File: src/rtl/pong_pkg.sv
// Shared Pong types and screen/paddle geometry used by ball motion,
// the renderer and the paddle logic.
package pong_pkg;

    typedef enum logic [1:0] {
        IDLE       = 2'd0,
        SERVE_WAIT = 2'd1,
        PLAY       = 2'd2,
        SCORED     = 2'd3
    } ball_state_t;

    typedef logic signed [11:0] coord_t;

    localparam coord_t H_ACTIVE   = 12'sd640;
    localparam coord_t V_ACTIVE   = 12'sd480;
    localparam coord_t BALL_SIZE  = 12'sd25;
    localparam coord_t BALL_INI_X = 12'sd269;
    localparam coord_t BALL_INI_Y = 12'sd189;
    localparam coord_t VEL        = 12'sd4;
    localparam coord_t VEL_MAX    = 12'sd12;
    localparam coord_t PADDLE_W   = 12'sd10;
    localparam coord_t PADDLE_H   = 12'sd150;
    localparam coord_t L_PADDLE_X = 12'sd40;
    localparam coord_t R_PADDLE_X = 12'sd600;

    localparam logic [5:0] SERVE_FRAMES = 6'd60;
    localparam logic [5:0] SERVE_LAST   = SERVE_FRAMES - 6'd1;

    // Derived limits for the ball's top-left corner.
    localparam coord_t Y_MAX   = V_ACTIVE - BALL_SIZE;
    localparam coord_t X_MISS  = H_ACTIVE - BALL_SIZE;
    localparam coord_t R_HIT_X = R_PADDLE_X - BALL_SIZE;
    localparam coord_t L_HIT_X = L_PADDLE_X + PADDLE_W;

    function automatic coord_t abs_c(input coord_t v);
        abs_c = (v < 12'sd0) ? -v : v;
    endfunction

    function automatic coord_t sat_inc(input coord_t v, input coord_t lim);
        sat_inc = (v >= lim) ? lim : v + 12'sd1;
    endfunction

    // Magnitude mag with the sign of dir.
    function automatic coord_t signed_mag(input coord_t dir, input coord_t mag);
        signed_mag = (dir < 12'sd0) ? -mag : mag;
    endfunction

endpackage

File: src/rtl/ball_motion_if.sv
// Frame/serve/paddle inputs and ball position/event outputs of ball_motion.
interface ball_motion_if;
    logic       frame_tick;
    logic       serve_req;
    logic [9:0] paddle_L_y;
    logic [9:0] paddle_R_y;
    logic [9:0] ball_x;
    logic [9:0] ball_y;
    logic       in_play;
    logic       score_L;
    logic       score_R;
    logic       hit_wall;
    logic       hit_paddle;

    modport master (
        output frame_tick, serve_req, paddle_L_y, paddle_R_y,
        input  ball_x, ball_y, in_play, score_L, score_R, hit_wall, hit_paddle
    );

    modport slave (
        input  frame_tick, serve_req, paddle_L_y, paddle_R_y,
        output ball_x, ball_y, in_play, score_L, score_R, hit_wall, hit_paddle
    );
endinterface

File: src/rtl/ball_motion_aabb_overlap.sv
// 1-D span overlap: [a_pos, a_pos+a_len) intersects [b_pos, b_pos+b_len).
module aabb_overlap
    import pong_pkg::*;
(
    input  coord_t a_pos,
    input  coord_t a_len,
    input  coord_t b_pos,
    input  coord_t b_len,
    output logic   overlap
);
    assign overlap = ((a_pos + a_len) > b_pos) && (a_pos < (b_pos + b_len));
endmodule

File: src/rtl/ball_motion.sv
// Ball position/velocity per video frame: serve countdown, wall and paddle
// bounces, miss detection. Optional paddle speed-up under BALL_SPEEDUP_EN.
module ball_motion
    import pong_pkg::*;
(
    input  logic         pixel_clk,
    input  logic         reset,
    ball_motion_if.slave bus
);

    ball_state_t state_r, state_s;
    coord_t      x_r, y_r, vx_r, vy_r;
    coord_t      x_s, y_s, vx_s, vy_s;
    coord_t      nx_s, ny_s, y_wall_s, vy_wall_s, pad_l_s, pad_r_s, mag_s;
    logic [5:0]  cnt_r, cnt_s;
    logic        wall_s, ovl_l_s, ovl_r_s, hit_l_s, hit_r_s;
    logic        wall_pulse_s, paddle_s, score_l_s, score_r_s;
    logic        in_play_r, score_l_r, score_r_r, hit_wall_r, hit_paddle_r;

    assign nx_s    = x_r + vx_r;
    assign ny_s    = y_r + vy_r;
    assign pad_l_s = {2'b00, bus.paddle_L_y};
    assign pad_r_s = {2'b00, bus.paddle_R_y};

    // Top/bottom wall clamp and reflection of the candidate position.
    always_comb begin
        y_wall_s  = ny_s;
        vy_wall_s = vy_r;
        wall_s    = 1'b0;
        if (ny_s <= 12'sd0) begin
            y_wall_s  = 12'sd0;
            vy_wall_s = abs_c(vy_r);
            wall_s    = 1'b1;
        end else if (ny_s >= Y_MAX) begin
            y_wall_s  = Y_MAX;
            vy_wall_s = -abs_c(vy_r);
            wall_s    = 1'b1;
        end else begin
            y_wall_s  = ny_s;
            vy_wall_s = vy_r;
            wall_s    = 1'b0;
        end
    end

    // Paddle overlap uses the post-clamp y so corner hits on a wall frame count.
    aabb_overlap u_ovl_l (
        .a_pos   (y_wall_s),
        .a_len   (BALL_SIZE),
        .b_pos   (pad_l_s),
        .b_len   (PADDLE_H),
        .overlap (ovl_l_s)
    );

    aabb_overlap u_ovl_r (
        .a_pos   (y_wall_s),
        .a_len   (BALL_SIZE),
        .b_pos   (pad_r_s),
        .b_len   (PADDLE_H),
        .overlap (ovl_r_s)
    );

    assign hit_r_s = (vx_r > 12'sd0) && (x_r < R_HIT_X) && (nx_s >= R_HIT_X) && ovl_r_s;
    assign hit_l_s = (vx_r < 12'sd0) && (x_r > L_HIT_X) && (nx_s <= L_HIT_X) && ovl_l_s;

`ifdef BALL_SPEEDUP_EN
    coord_t speed_r;

    assign mag_s = sat_inc(speed_r, VEL_MAX);

    // Current per-axis speed; bumps on each paddle hit, restarts on a new rally.
    always_ff @(posedge pixel_clk) begin
        if (reset) begin
            speed_r <= VEL;
        end else if (state_r == SCORED) begin
            speed_r <= VEL;
        end else if (paddle_s) begin
            speed_r <= mag_s;
        end else begin
            speed_r <= speed_r;
        end
    end
`else
    assign mag_s = abs_c(vx_r);
`endif

    // Next-state and per-frame kinematics.
    always_comb begin
        state_s      = state_r;
        x_s          = x_r;
        y_s          = y_r;
        vx_s         = vx_r;
        vy_s         = vy_r;
        cnt_s        = cnt_r;
        wall_pulse_s = 1'b0;
        paddle_s     = 1'b0;
        score_l_s    = 1'b0;
        score_r_s    = 1'b0;
        case (state_r)
            IDLE: begin
                x_s = BALL_INI_X;
                y_s = BALL_INI_Y;
                if (bus.serve_req) begin
                    state_s = SERVE_WAIT;
                    cnt_s   = 6'd0;
                end else begin
                    state_s = IDLE;
                end
            end
            SERVE_WAIT: begin
                if (bus.frame_tick) begin
                    if (cnt_r == SERVE_LAST) begin
                        state_s = PLAY;
                        cnt_s   = 6'd0;
                    end else begin
                        cnt_s = cnt_r + 6'd1;
                    end
                end else begin
                    cnt_s = cnt_r;
                end
            end
            PLAY: begin
                if (bus.frame_tick) begin
                    y_s          = y_wall_s;
                    vy_s         = vy_wall_s;
                    wall_pulse_s = wall_s;
                    x_s          = nx_s;
                    if (hit_r_s) begin
                        x_s      = R_HIT_X;
                        vx_s     = -mag_s;
                        paddle_s = 1'b1;
`ifdef BALL_SPEEDUP_EN
                        vy_s     = signed_mag(vy_wall_s, mag_s);
`endif
                    end else if (hit_l_s) begin
                        x_s      = L_HIT_X;
                        vx_s     = mag_s;
                        paddle_s = 1'b1;
`ifdef BALL_SPEEDUP_EN
                        vy_s     = signed_mag(vy_wall_s, mag_s);
`endif
                    end else begin
                        x_s = nx_s;
                    end
                    // The exit frame leaves the ball where it was last drawn.
                    if (x_s >= X_MISS) begin
                        score_l_s = 1'b1;
                        state_s   = SCORED;
                        x_s       = x_r;
                        y_s       = y_r;
                    end else if (x_s <= 12'sd0) begin
                        score_r_s = 1'b1;
                        state_s   = SCORED;
                        x_s       = x_r;
                        y_s       = y_r;
                    end else begin
                        state_s = PLAY;
                    end
                end else begin
                    state_s = PLAY;
                end
            end
            SCORED: begin
                // Serve toward the player who just scored.
                x_s     = BALL_INI_X;
                y_s     = BALL_INI_Y;
                vx_s    = score_l_r ? -VEL : VEL;
                vy_s    = VEL;
                state_s = IDLE;
            end
            default: begin
                state_s = IDLE;
            end
        endcase
    end

    // State, kinematics and registered event outputs.
    always_ff @(posedge pixel_clk) begin
        if (reset) begin
            state_r      <= IDLE;
            x_r          <= BALL_INI_X;
            y_r          <= BALL_INI_Y;
            vx_r         <= VEL;
            vy_r         <= VEL;
            cnt_r        <= 6'd0;
            in_play_r    <= 1'b0;
            score_l_r    <= 1'b0;
            score_r_r    <= 1'b0;
            hit_wall_r   <= 1'b0;
            hit_paddle_r <= 1'b0;
        end else begin
            state_r      <= state_s;
            x_r          <= x_s;
            y_r          <= y_s;
            vx_r         <= vx_s;
            vy_r         <= vy_s;
            cnt_r        <= cnt_s;
            in_play_r    <= (state_s == PLAY);
            score_l_r    <= score_l_s;
            score_r_r    <= score_r_s;
            hit_wall_r   <= wall_pulse_s;
            hit_paddle_r <= paddle_s;
        end
    end

    assign bus.ball_x     = x_r[9:0];
    assign bus.ball_y     = y_r[9:0];
    assign bus.in_play    = in_play_r;
    assign bus.score_L    = score_l_r;
    assign bus.score_R    = score_r_r;
    assign bus.hit_wall   = hit_wall_r;
    assign bus.hit_paddle = hit_paddle_r;

endmodule

File: src/flat_wrapper.sv
// flat-port wrapper written by rule: the top's interface ports become plain ports
module ball_motion_flat import pong_pkg::*;
  (pixel_clk, reset, bus_frame_tick, bus_serve_req, bus_paddle_L_y, bus_paddle_R_y, bus_ball_x, bus_ball_y, bus_in_play, bus_score_L, bus_score_R, bus_hit_wall, bus_hit_paddle);
  ball_motion_if bus_i ();
  input  logic pixel_clk;
  input  logic reset;
  input wire logic [$bits(bus_i.frame_tick)-1:0] bus_frame_tick;
  input wire logic [$bits(bus_i.serve_req)-1:0] bus_serve_req;
  input wire logic [$bits(bus_i.paddle_L_y)-1:0] bus_paddle_L_y;
  input wire logic [$bits(bus_i.paddle_R_y)-1:0] bus_paddle_R_y;
  output wire logic [$bits(bus_i.ball_x)-1:0] bus_ball_x;
  output wire logic [$bits(bus_i.ball_y)-1:0] bus_ball_y;
  output wire logic [$bits(bus_i.in_play)-1:0] bus_in_play;
  output wire logic [$bits(bus_i.score_L)-1:0] bus_score_L;
  output wire logic [$bits(bus_i.score_R)-1:0] bus_score_R;
  output wire logic [$bits(bus_i.hit_wall)-1:0] bus_hit_wall;
  output wire logic [$bits(bus_i.hit_paddle)-1:0] bus_hit_paddle;
  assign bus_i.frame_tick = bus_frame_tick;
  assign bus_i.serve_req = bus_serve_req;
  assign bus_i.paddle_L_y = bus_paddle_L_y;
  assign bus_i.paddle_R_y = bus_paddle_R_y;
  assign bus_ball_x = bus_i.ball_x;
  assign bus_ball_y = bus_i.ball_y;
  assign bus_in_play = bus_i.in_play;
  assign bus_score_L = bus_i.score_L;
  assign bus_score_R = bus_i.score_R;
  assign bus_hit_wall = bus_i.hit_wall;
  assign bus_hit_paddle = bus_i.hit_paddle;
  ball_motion u_core (.pixel_clk(pixel_clk), .reset(reset), .bus(bus_i));
endmodule
File: config.mk
export PLATFORM = sky130hd
export DESIGN_NAME = ball_motion_flat
export DESIGN_NICKNAME = d
export VERILOG_FILES = /design/src/rtl/pong_pkg.sv /design/src/rtl/ball_motion_if.sv /design/src/rtl/ball_motion_aabb_overlap.sv /design/src/rtl/ball_motion.sv /design/src/flat_wrapper.sv
export SDC_FILE = /design/constraint.sdc
export NUM_CORES = 1
export LEC_CHECK = 0
export ABC_AREA = 1
export CORE_ASPECT_RATIO = 0.75
export CORE_MARGIN = 5
export CORE_UTILIZATION = 30
export CTS_CLUSTER_DIAMETER = 30
export DETAILED_ROUTE_END_ITERATION = 7
export PLACE_DENSITY = 0.52
export SLEW_MARGIN = 40
export SYNTH_ARGS = -nofsm -noshare
export SYNTH_HDL_FRONTEND = slang
export SYNTH_SLANG_ARGS = --single-unit
File: constraint.sdc
create_clock -name pixel_clk -period 10.65 [get_ports pixel_clk]
set_input_delay 1.5975 -clock pixel_clk [delete_from_list [all_inputs] [get_ports pixel_clk]]
set_output_delay 1.5975 -clock pixel_clk [all_outputs]
set_load 0.1 [all_outputs]
# --- Word level (Yosys, flattened, before mapping) ---
# Cells that the tools add are included.
classes:
  add_sub_neg: 10
  mul: 0
  n_div: 0
  n_lt_le_gt_ge: 15
  eq_ne: 12
  shifts: 0
  mux: 42
  bitwise: 2
  reduce_logical: 19
ops:
  columns: ["cell", "count"]
  rows:
  - ["$mux 12", 21]
  - ["$pmux 12 s2", 4]
  - ["$neg 12->12", 4]
  - ["$add 12x12->12", 2]
  - ["$ge 12x11->1 const B", 2]
  - ["$gt 12x11->1", 2]
  - ["$le 12x1->1 const B", 2]
  - ["$lt 12x1->1 const B", 2]
  - ["$lt 12x12->1", 2]
  - ["$add 10x8->11 const B", 2]
  - ["$mux 6", 3]
  - ["$add 12x6->12 const B", 1]
  - ["$ge 12x10->1 const B", 1]
  - ["$gt 12x1->1 const B", 1]
  - ["$gt 12x7->1 const B", 1]
  - ["$le 12x7->1 const B", 1]
  - ["$lt 12x11->1 const B", 1]
  - ["$pmux 6 s2", 1]
  - ["$ne 2x2->1 const B", 5]
  - ["$reduce_and 3->1", 3]
  - ["$logic_and 1x1->1", 8]
  - ["$mux 1", 8]
  - ["$mux 2", 4]
  - ["$pmux 2 s4", 1]
  - ["other kinds (12)", 18]
totals:
  ff_bits: 61
  latchBits: 0
  ramBits: 0
  romBits: 0
  in_bits: 24
  out_inout_bits: 25
  word_cells: 111
  mem_count: 0

# --- Longest topological paths before layout ---
logic_depth:
  depth_word: 18
  depth_mapped: 44
  mapped_depth_nobuf: 43

# --- Modules after synthesis ---
# From an unflattened synthesis, not the netlist that was laid out.
unflattened:
  cells_unflattened: 1338
  hier_area_um2: 8441.8
by_module_without_submodules:
  columns: ["module", "n_inst", "cells_each", "area_each_um2", "seq_area_each_um2"]
  rows:
  - ["ball_motion", 1, 775, 5002.3, 1181.1]
  - ["aabb_overlap (u_core.u_ovl_r)", 1, 289, 1735.4, 0.0]
  - ["aabb_overlap (u_core.u_ovl_l)", 1, 274, 1704.1, 0.0]

# --- Worst setup path before layout ---
# OpenSTA, ideal clock, no wires.
synth_path:
  path_kind: "reg2reg"
  startpoint: "register u_core.vy_r[1]"
  endpoint: "register u_core.x_r[2]"
  setup_ns: 0.134
  arrival_ns: 4.873
  required_ns: 10.516
  slack_ns: 5.644
  path_stages_with_launch: 40
  n_path_buf: 2
  period_less_slack_ns: 5.006
  cell_sequence: "dfxtp_1 -> inv_1 -> fa_1 -> inv_1 -> nand3_1 -> nand2_1 -> nand2_1 -> nand2_1 -> nand2_1 -> nand2_1 -> inv_1 -> nand3_1 -> nor2_2 -> nor2_4 -> inv_1 -> a21oi_1 -> inv_1 -> nor2_1 -> [4 not listed] -> xor2_1 -> ha_1 -> a21oi_1 -> o21ai_0 -> a221oi_1 -> a21oi_1 -> nand4_4 -> nand2_1 -> nor2_1 -> nor2_1 -> nand2_1 -> nand2_1 -> nor2_2 -> nand4_2 -> buf_6 -> buf_6 -> nand3_1 -> nand3_1"
synth_via:
  elab_chain_cells: 16
  elab_cells_between_ends: 27
  classes_between: "add/sub: 2; order compare: 8; eq/ne: 2; mux: 10; reduce/logical: 5"
synth_rtl:
  columns: ["item", "line", "source"]
  rows:
  - ["start: declaration", "ball_motion.sv:12", "coord_t x_r, y_r, vx_r, vy_r;"]
  - ["start signal: assignment", "ball_motion.sv:195", "vy_r <= vy_s;"]
  - ["$add 12x12->12 *", "ball_motion.sv:21", "assign ny_s = y_r + vy_r;"]
  - ["$ge 12x10->1", "ball_motion.sv:34", "end else if (ny_s >= Y_MAX) begin"]
  - ["$mux 12", "ball_motion.sv:34", null]
  - ["$mux 12 *", "ball_motion.sv:30", "if (ny_s <= 12'sd0) begin"]
  - ["$add 12x6->12", "ball_motion_aabb_overlap.sv:11", "assign overlap = ((a_pos + a_len) > b_pos) && (a_pos < (b_pos + b_len));"]
  - ["$gt 12x11->1", "ball_motion_aabb_overlap.sv:11", null]
  - ["$logic_and 1x1->1", "ball_motion_aabb_overlap.sv:11", null]
  - ["$logic_and 1x1->1", "ball_motion.sv:63", "assign hit_l_s = (vx_r < 12'sd0) && (x_r > L_HIT_X) && (nx_s <= L_HIT_X) && ovl_l_s;"]
  - ["$mux 12", "ball_motion.sv:134", "end else if (hit_l_s) begin"]
  - ["$mux 12 *", "ball_motion.sv:127", "if (hit_r_s) begin"]
  - ["$mux 12 *", "ball_motion.sv:122", "if (bus.frame_tick) begin"]
  - ["$mux 12 *", "ball_motion.sv:98", "case (state_r)"]
  - ["parallel branches: the longest is 4 deep, another holds $ge 12x11->1", null, null]
  - ["end signal: assignment", "ball_motion.sv:192", "x_r <= x_s;"]
  - ["end: declaration", "ball_motion.sv:12", null]
# Every way passes the cells marked *. The select of a mux whose other input is x is not followed.
# A chain may end at the register's enable or synchronous reset.

# --- Worst setup path after layout ---
layout_path:
  startpoint: "register u_core.vy_r[1]"
  endpoint: "register u_core.y_r[2]"
layout_via:
  elab_chain_cells: 15
  elab_cells_between_ends: 27
  classes_between: "add/sub: 2; order compare: 8; eq/ne: 2; mux: 10; reduce/logical: 5"
layout_rtl:
  columns: ["item", "line", "source"]
  rows:
  - ["$add 12x12->12 *", "ball_motion.sv:21", null]
  - ["$ge 12x10->1", "ball_motion.sv:34", null]
  - ["$mux 12", "ball_motion.sv:34", null]
  - ["$mux 12 *", "ball_motion.sv:30", null]
  - ["$add 12x6->12", "ball_motion_aabb_overlap.sv:11", null]
  - ["$gt 12x11->1", "ball_motion_aabb_overlap.sv:11", null]
  - ["$logic_and 1x1->1", "ball_motion_aabb_overlap.sv:11", null]
  - ["$logic_and 1x1->1", "ball_motion.sv:63", null]
  - ["$mux 12", "ball_motion.sv:134", null]
  - ["$mux 12", "ball_motion.sv:127", null]
  - ["$mux 12", "ball_motion.sv:122", null]
  - ["$mux 12", "ball_motion.sv:98", null]
  - ["$ge 12x11->1 or $le 12x1->1 (tied branches)", "ball_motion.sv:145, ball_motion.sv:150", null]
  - ["$ne 2x2->1 (no line)", null, null]
  - ["$reduce_and 4->1 (no line)", null, null]
  - ["end signal: assignment", "ball_motion.sv:193", "y_r <= y_s;"]
  - ["end: declaration", "ball_motion.sv:12", null]
# Mark *: on every way between the ends. The rest lies on a longest branch, timed or not. The select of a mux whose other input is x is not followed.

==> flow_summary_export.csv <==
group,metric,value,unit
pwr,p_comb_frac,0.313,
global_routing,grt_pass1_wl,30900,um
sta,rsz0062_at_grt,"no",
cells_and_area,final_nets,1149,
hold_path,hold_start,"u_core.cnt_r[4]",
place,io_buffers,48,
run,drv_cap,0,
pwr,total_power,0.000778,W
synth,ys_dominant_reg_cell,"dfxtp_1",
setup_path,crit_path_start_kind,"flop",
cts,post_cts_buffers,0,
setup_path,worst_path_most_repeated_cell,"nand2_1",
pwr,switching_share,0.361,
setup_path,slowest_stage,"nand2_2",
setup_path,cp-end-kind,"flop",
cts,cts_resized,0,
hold_path,min_path_type,"reg2reg",
detailed_routing,ant_nets,0,
synth,seq_area_frac_synth,0.181,
synth,synth-edff-count,0,
setup_path,crit_start,"u_core.vy_r[1]",
hold_path,holdPathEnd,"u_core.cnt_r[4]",
die,io_pins,49,
cells_and_area,fillers,2398,
sta,timing.hold.ws,0.459,ns
cells_and_area,fin_util,0.344,
cells_and_area,layout-drive-gt1-share,0.0806,
cts,htreeDepth,3,
setup_path,r2r-start,"u_core.vy_r[1]",
cells_and_area,areaGrowthSynthToFinish,12.1,%
pwr,pwr-share-clk,0.387,
synth,syn_area,6540,um2
die,rows,46,
setup_path,rrSetupSlack,3.63,ns
cts,clk_pin_slew,0.05,ns
cts,clkSinkCount,59,
cells_and_area,n_antenna_cell,0,
die,die_area,24900,um2
synth,synth_common_cells,"216 x nand2_1, 154 x inv_1, 94 x nand3_1",
synth,synth_seq_cells,59,
pwr,p_switching,0.000281,W
global_routing,grt_max_degree,39,
sta,max_freq,0.143,GHz
cts,clk_path_buf_depth,2,
setup_path,required,10.90,ns
sta,relSlewSlack,0.439,
place,gp_congestion,0.886,
global_routing,gr-total-overflow,0,
synth,yosys.area.top_type,"dfxtp_1",
sta,finalSetupTns,0,ns
cts,holdBufCountCts,0,
sta,fin_ws,3.63,ns
sta,period_needed,7.02,ns
sta,finalHoldViolCount,0,
setup_path,worstSetupPathType,"reg2reg",
cts,insertion_delay,0.34,ns
pwr,power_density,106,nW/um2
die,die_height,138,um
sta,setup_viol,0,
pwr,ir_drop,0.0516,mV
synth,async_flop_share,0,
synth,yosysWarnings,0,
detailed_routing,drc,0,
status,outcome,"complete, no violations",
sta,skew,0.00775,ns
sta,tightest_slew,0.838,ns
cts,root_buffer,"clkbuf_16",
detailed_routing,finalWirelength,19100,um
synth,yosys.area.top_type_share,0.181,
place,pre_cts_slack,3.68,ns
cts,cts_buffers,9,
die,fp.dieW,180,um
cts,cts_tree,"built",
detailed_routing,vias,6470,
sta,drv_slew,0,
setup_path,slowest_delay,0.51,ns
synth,postSynthCellCount,1023,
global_routing,antenna_found_initial,0,
detailed_routing,viasPerCell,4.82,
global_routing,grt_pass1_vias,5759,
die,core_area,21300,um2
detailed_routing,wl_per_cell,14.2,um
die,start_util,0.307,
global_routing,grt.total_usage,0.153,
detailed_routing,drt_pass1_iterations,5,
pwr,power_frac_seq,0.300,
detailed_routing,dr.first_iter.drc_count,521,
synth,synth.area.top_cells,"dfxtp_1 18%, ha_1 14%, nand2_1 12%",
pwr,power.leakage,3.54,nW
hold_path,hold_path_depth,2,
synth,yosysMostFrequentCell,"nand2_1",
sta,timing.final.crit_share,0.659,
setup_path,worstPathMaxFanout,22,
setup_path,worstReg2RegEnd,"u_core.y_r[2]",
place,hpwl,15500,um
synth,syn_avg_cell_area,6.39,um2
pwr,internal-power,0.000497,W
setup_path,rr_worst_depth,38,
synth,synth.distinct_cells,50,
setup_path,critPathArrivalTime,7.27,ns
power by group through the flow:
| stage | combinational (W) | sequential, W | clock, W |
|---|---|---|---|
| 2_1_floorplan | 0.000188 | 0.000234 | 0 |
| 3_3_place_gp | 0.000245 | 0.000238 | 0 |
| 5_1_grt | 0.000278 | 0.000234 | 0.000318 |
| 3_5_place_dp | 0.000242 | 0.000238 | 0 |
| 4_1_cts | 0.000244 | 0.000233 | 0.000308 |
| 6_report | 0.000244 | 0.000233 | 0.000301 |
per-layer routing:
layer | share of wire | up-vias | track usage | wire (um)
li1 | - | 3422 | - | -
met1 | 0.54 | 2912 | 0.237 | 10300
met2 | 0.40 | 128 | 0.221 | 7640
met3 | 0.055 | 8 | 0.0282 | 1050
met4 | 0.0065 | 0 | 0.0264 | 124
met5 | 0 | - | 0 | 0
worst max-delay path, delay by kind of cell (launching register included):
family          cells  cell delay (ns)
simple gates       24             3.48
compound gates      6             1.25
xor+xnor            1             0.29
flops               1             0.40
buf+inv             5             0.71
fa+ha+maj           2             0.76
per-stage QoR:
step	cell area [um2]	cells
detailed placement	7020	1326
global placement	7140	1326
floorplan	6550	1028
CTS	7320	1342
global route	7330	1342
finish	7330	1342
flip-flops by register name, indices dropped and copies added (netlist names):
register               count
u_core.vx_r               11
u_core.bus.score_L         1
u_core.cnt_r               6
u_core.bus.in_play         1
u_core.y_r                12
u_core.bus.hit_wall        1
u_core.x_r                12
u_core.bus.hit_paddle      1
u_core.vy_r               11
u_core.bus.score_R         1
u_core.state_r             2
kinds of logic (layout without fill, tap and decap cells):
logic type	after synthesis	count (layout)	synth area share
compound gates	152	152	0.133
simple gates	499	499	0.354
other cells	2	7	0.00115
flops	59	59	0.181
buf+inv	196	222	0.130
fa+ha+maj	76	76	0.147
xor+xnor	39	39	0.0534
layout make-up:
cell class | instances | area (um2) | area share
clock buffers | 12 | 256 | 0.0350
clock inverters | 4 | 48.8 | 0.00666
inverters | 157 | 589 | 0.0804
multi-input cells | 773 | 4530 | 0.618
flip-flops and latches | 59 | 1180 | 0.161
well taps | 288 | 360 | 0.0492
repair buffers | 49 | 363 | 0.0495
worst max path at each step:
stage	end	slack (ns)
after floorplan	u_core.x_r[2]	5.64
after global placement	u_core.x_r[3]	3.80
after detailed placement	u_core.x_r[8]	3.68
after CTS	u_core.x_r[8]	3.62
after global routing	u_core.y_r[2]	2.77
final	u_core.y_r[2]	3.63
cells in the final DEF (no fill, tap or decap), types with 2 or more instances in the layout:
cell	Yosys	layout
nand2_1	216	216
nand3b_1	3	3
a21oi_1	63	62
o211ai_1	6	6
nand3_1	94	94
ha_1	75	75
nor4_1	7	7
a31oi_1	3	3
clkbuf_8	0	2
a21o_1	2	2
nor2_1	90	89
o21bai_1	2	2
nor3_1	26	26
nand3_2	5	5
a221oi_1	10	10
o21ai_1	4	4
nand4_1	21	21
clkinv_1	2	2
conb_1	2	7
xor2_1	35	35
nand4_4	2	2
nor3b_2	4	4
clkdlybuf4s50_1	0	23
o21ai_0	47	47
xnor2_1	3	3
a21oi_2	3	4
buf_2	2	25
inv_1	154	154
nor2_2	3	4
and3_1	4	4
nand2_2	9	9
or2_2	9	9
dfxtp_1	59	59
clkbuf_16	0	9
a211oi_1	7	7
clkinv_2	0	2
(Power assumes the default switching activity.)
